--- config.mk ---
export PLATFORM = sky130hd
export DESIGN_NAME = sar_controller
export DESIGN_NICKNAME = d
export VERILOG_FILES = /design/src/rtl/sar_controller.sv
export SDC_FILE = /design/constraint.sdc
export NUM_CORES = 1
export LEC_CHECK = 0
export BUFFER_PORTS_ARGS = -buffer_cell sky130_fd_sc_hd__buf_2
export CORE_AREA = 4 4 66 68
export DETAILED_ROUTE_END_ITERATION = 8
export DIE_AREA = 0 0 70 72
export PLACE_DENSITY = 0.74
export SLEW_MARGIN = 0
export SYNTH_ARGS = -nofsm -noshare
export SYNTH_HDL_FRONTEND = slang
export SYNTH_SLANG_ARGS = --single-unit
--- constraint.sdc ---
create_clock -name clk -period 2.1 [get_ports clk]
set_input_delay 0.42 -clock clk [delete_from_list [all_inputs] [get_ports clk]]
set_output_delay 0.42 -clock clk [all_outputs]
set_load 0.01 [all_outputs]
--- src/rtl/sar_controller.sv ---
// SAR ADC sequencer: sample/hold, binary-search trial codes to the DAC, comparator gating.
// Latency SAMPLE_CYCLES + RESOLUTION*(SETTLE_CYCLES+2) + 1 from start; start ignored while busy.
module sar_controller #(
  parameter int RESOLUTION    = 12,
  parameter int SAMPLE_CYCLES = 4,
  parameter int SETTLE_CYCLES = 1
) (
  input  logic                  clk,
  input  logic                  reset,
  input  logic                  start,
  input  logic                  abort,
  input  logic                  comp_out,
  output logic                  comp_enable,
  output logic                  sample_hold,
  output logic [RESOLUTION-1:0] dac_code,
  output logic                  busy,
  output logic                  done,
  output logic [RESOLUTION-1:0] result
);

  localparam int CNT_MAX = (SAMPLE_CYCLES > SETTLE_CYCLES) ? SAMPLE_CYCLES : SETTLE_CYCLES;
  localparam int CNT_W   = (CNT_MAX > 1) ? $clog2(CNT_MAX) : 1;
  localparam int KW      = (RESOLUTION > 1) ? $clog2(RESOLUTION) : 1;

  localparam logic [CNT_W-1:0] SAMPLE_LOAD = CNT_W'(SAMPLE_CYCLES - 1);
  localparam logic [CNT_W-1:0] SETTLE_LOAD = CNT_W'((SETTLE_CYCLES > 0) ? SETTLE_CYCLES - 1 : 0);
  localparam logic [KW-1:0]    K_TOP       = KW'(RESOLUTION - 1);

  typedef enum logic [2:0] {
    S_IDLE,
    S_SAMPLE,
    S_SETTLE,
    S_COMPARE,
    S_DECIDE,
    S_DONE
  } state_t;

  state_t                  state_q, state_d;
  logic [CNT_W-1:0]        cnt_q, cnt_d;
  logic [KW-1:0]           k_q, k_d;
  logic [RESOLUTION-1:0]   w_q, w_d;
  logic [RESOLUTION-1:0]   result_q, result_d;
  logic [RESOLUTION-1:0]   k_bit;
  logic [RESOLUTION-1:0]   trial;

  // Bits below k are still zero in W, so OR-ing in bit k gives the trial code.
  always_comb begin
    k_bit = RESOLUTION'(1) << k_q;
    trial = w_q | k_bit;
  end

  always_comb begin
    state_d     = state_q;
    cnt_d       = cnt_q;
    k_d         = k_q;
    w_d         = w_q;
    result_d    = result_q;
    comp_enable = 1'b0;
    sample_hold = 1'b0;
    dac_code    = '0;
    busy        = 1'b0;
    done        = 1'b0;

    case (state_q)
      S_IDLE: begin
        if (start && !abort) begin
          state_d = S_SAMPLE;
          w_d     = '0;
          cnt_d   = SAMPLE_LOAD;
        end
      end
      S_SAMPLE: begin
        sample_hold = 1'b1;
        busy        = 1'b1;
        if (cnt_q == '0) begin
          k_d     = K_TOP;
          cnt_d   = SETTLE_LOAD;
          state_d = (SETTLE_CYCLES > 0) ? S_SETTLE : S_COMPARE;
        end else begin
          cnt_d = cnt_q - 1'b1;
        end
      end
      S_SETTLE: begin
        busy     = 1'b1;
        dac_code = trial;
        if (cnt_q == '0) begin
          state_d = S_COMPARE;
        end else begin
          cnt_d = cnt_q - 1'b1;
        end
      end
      S_COMPARE: begin
        busy        = 1'b1;
        dac_code    = trial;
        comp_enable = 1'b1;
        state_d     = S_DECIDE;
      end
      S_DECIDE: begin
        busy     = 1'b1;
        dac_code = trial;
        w_d      = comp_out ? trial : w_q;
        if (k_q == '0) begin
          result_d = comp_out ? trial : w_q;
          state_d  = S_DONE;
        end else begin
          k_d     = k_q - 1'b1;
          cnt_d   = SETTLE_LOAD;
          state_d = (SETTLE_CYCLES > 0) ? S_SETTLE : S_COMPARE;
        end
      end
      S_DONE: begin
        done = 1'b1;
        if (start && !abort) begin
          state_d = S_SAMPLE;
          w_d     = '0;
          cnt_d   = SAMPLE_LOAD;
        end else begin
          state_d = S_IDLE;
        end
      end
      default: state_d = S_IDLE;
    endcase

    // Abort overrides every in-flight transition, including the final result write.
    if (busy && abort) begin
      state_d  = S_IDLE;
      w_d      = '0;
      result_d = result_q;
    end
  end

  always_ff @(posedge clk) begin
    if (reset) begin
      state_q  <= S_IDLE;
      cnt_q    <= '0;
      k_q      <= '0;
      w_q      <= '0;
      result_q <= '0;
    end else begin
      state_q  <= state_d;
      cnt_q    <= cnt_d;
      k_q      <= k_d;
      w_q      <= w_d;
      result_q <= result_d;
    end
  end

  assign result = result_q;

endmodule

==> impl_summary.txt <==
----------------------------------------------------
[Outcome]
  Status ... completed

[STA]
  Layout Skew ... 0.007175 ns
  Max_slew headroom ... 0.6326
  Unrepaired setup endpoints after global routing ... false
  Final setup viols ... 0
  Hold slack final ... 0.4882 ns
  Final max-slew violation count ... 0
  Final setup TNS ... 0 ns
  Max Fclk ... 517.4 MHz
  Shortest period the worst path allows ... 1.933 ns
  Hold violation count in the final report ... 0
  Share of the clock period used by the worst path ... 0.9204
  Actual transition at the worst max-transition pin ... 0.5511 ns

[Global routing]
  Largest net degree at the start of global routing ... 22
  Overall fraction of global-route tracks in use ... 0.1722
  Number of antenna violations at the first check in global routing ... 0
  First-pass GRT wire length ... 7.079 mm
  Grt total ovfl ... 0
  Vias in the first global route ... 1,523

[Layout]
  Sequential standard cell area ... 661.9 µm²
  Layout cell share with drive strength beyond 1 ... 0.2245
  End-of-flow core utilization ... 0.5542
  Number of inserted filler cells in the final layout ... 392
  Post-route cell area ... 0.002137 mm²
  N_diodes ... 0
  Area taken by multi-input logic gates ... 0.001052 mm²
  Synth-to-layout area growth ... 18.28%
  Final Net Count ... 257

[Placement]
  Number of port buffers ... 32
  Post-place instance area ... 0.002017 mm²
  Last weighted congestion value of the routability-driven placer ... 0.8387
  Detail Placement HPWL ... 2.887 mm

[Synth]
  Synthesized area ... 0.001807 mm²
  Mean area per synthesized cell ... 8.482 µm²
  Number of enable-type register cells in the synthesized netlist ... 0
  Predominant post-synthesis flop cell ... sky130_fd_sc_hd__dfxtp_1
  Total of flip-flops plus latches after synthesis ... 33
  Largest cells by area after synthesis ... sky130_fd_sc_hd__dfxtp_1 37%, sky130_fd_sc_hd__nor2_1 9.3%, sky130_fd_sc_hd__mux2i_1 6.6%
  Async set-or-reset flop fraction in the synthesized netlist ... 0
  Synth Warn # ... 0
  Cell type with the highest aggregate area in the netlist ... sky130_fd_sc_hd__dfxtp_1
  Sequential share of the synthesized area ... 0.3657
  Cell count after synthesis ... 213
  Top cell type's share of synthesized area ... 0.3657
  Syn_nets ... 226
  Leading cell types by count after synthesis ... 45 x sky130_fd_sc_hd__nor2_1, 33 x sky130_fd_sc_hd__dfxtp_1, 20 x sky130_fd_sc_hd__a21oi_1
  Most numerous cell in the Yosys netlist ... sky130_fd_sc_hd__nor2_1
  Count of distinct cell types in the synthesized netlist ... 39

[Floorplan]
  Overall die area ... 0.005040 mm²
  Number of I/O pins ... 33
  Placeable Area ... 0.003856 mm²
  Y dimension of the die ... 72 µm
  Die X ... 70 µm
  Starting Density ... 0.4685
  Standard-cell row count ... 23

[Clocking]
  Number of buffers created by CTS ... 5
  Clk Latency, worst-skew pair ... 0.28 ns
  Total number of clock tree sinks ... 33
  Clock input transition at the sequential cells of the worst setup and hold paths ... 0.06 ns
  CTS H-tree depth ... 2
  TritonCTS clock tree ... built
  Number of hold buffers added after CTS ... 0
  Cell at the root of the clock tree ... sky130_fd_sc_hd__clkbuf_8
  Number of gates resized after cts ... 1
  Setup fix buffers added after clock tree synthesis ... 0
  Clock Path Buffers ... 2

[Setup path]
  Critical path endpoint category ... output pin
  Element type at the critical path start ... flip-flop
  Type of the worst setup path ... reg2out
  Max FO, Critical Path ... 9
  Critical Path AT ... 1.51 ns
  Required time of the critical path ... 1.68 ns

[Detailed routing]
  Per-cell via count in the routed design ... 5.369
  First-pass detailed-route iteration total ... 4
  Residual DRC count ... 0
  Overall via count from detail_route ... 1,584
  Total wire length after detailed routing ... 4.056 mm
  DRT iter0 DRCs ... 101
  ANT nets after route ... 0
  Routed length per placed instance ... 13.75 µm

[Hold path]
  Tightest Hold Check Type ... reg2reg

[Pwr]
  Highest ir drop seen on vdd ... 0.6862 mV
  Power per cell area ... 1006 mW/mm²
  Cell leakage power ... 0.9778 nW

[Job]
  # Max-Cap Violations ... 0

----------------------------------------------------
## sequential cells by signal, summed over array words and instances (netlist names)
signal and count:
cnt_q 2, k_q 4, result 12, state_q 3
w_q 12
## power breakdown
part	switching [mW]	internal (mW)
logic	0.462	0.335
registers	0.0613	0.681
clock network	0.224	0.387
## layer usage
layer | part of all wire | vias up | GRT usage
li1 | - | 803 | -
met1 | 0.47 | 733 | 0.2283
met2 | 0.46 | 42 | 0.2676
met3 | 0.053 | 6 | 0.04986
met4 | 0.015 | 0 | 0.06383
met5 | 0 | - | 0
## worst paths after layout
check	startpoint	to	slack, ns	cells past startpoint
worst max-delay path	state_q[1]$_SDFFE_PP0P_	busy	0.17	4
worst min-delay path	result[0]$_SDFFE_PP0P_	result[0]$_SDFFE_PP0P_	0.49	2
worst max register to register	k_q[0]$_SDFFE_PP0P_	result[5]$_SDFFE_PP0P_	0.18	7
worst min register to register	result[0]$_SDFFE_PP0P_	result[0]$_SDFFE_PP0P_	0.49	2
## cell families (layout without fill, tap and decap cells)
family,Yosys count,after routing,share of synthesized area
AND/OR/NAND/NOR,77,77,0.2161
AO/OA/AOI/OAI,58,58,0.2182
flip-flops,33,33,0.3656
buffers and inverters,21,53,0.05609
multiplexers,14,14,0.07895
adder cells (fa/ha/maj),8,8,0.05540
XOR/XNOR,2,2,0.009697
## metrics by stage
| step | power (mW) | setup WS (ns) | cells |
|---|---|---|---|
| CTS | 2.158 | 0.1479 | 295 |
| detailed placement | 1.549 | 0.1948 | 287 |
| global route | 2.302 | 0.05728 | 295 |
| finish | 2.151 | 0.1672 | 295 |
| global placement | 1.533 | 0.2468 | 287 |
| floorplan | 1.357 | 0.1254 | 213 |
## cells in the final DEF, fill, tap and decap left out, drive strengths merged, types with 4 or more instances in the layout
master,netlist,routed
buf,7,38
dfxtp,33,33
ha,8,8
nand2b,7,7
nor2b,4,4
a22oi,12,12
a21oi,20,20
mux2i,12,12
a21o,13,13
clkbuf,7,7
inv,7,7
nor2,45,45
## final cells by class
cell class,instances,area share
Clock buffer,7,0.04040
Clock inverter,1,0.01405
Inverter,7,0.01230
Multi-Input combinational cell,159,0.4924
Sequential cell,33,0.3097
Tap cell,50,0.02927
Timing Repair Buffer,38,0.1019
## worst max-delay path: stages (launching register included)
cell and delay [ns]:
sky130_fd_sc_hd__dfxtp_1 0.36, sky130_fd_sc_hd__buf_4 0.18, sky130_fd_sc_hd__or2_2 0.35, sky130_fd_sc_hd__xor2_1 0.18
sky130_fd_sc_hd__buf_2 0.16
Power figures use the tool's default switching activity.
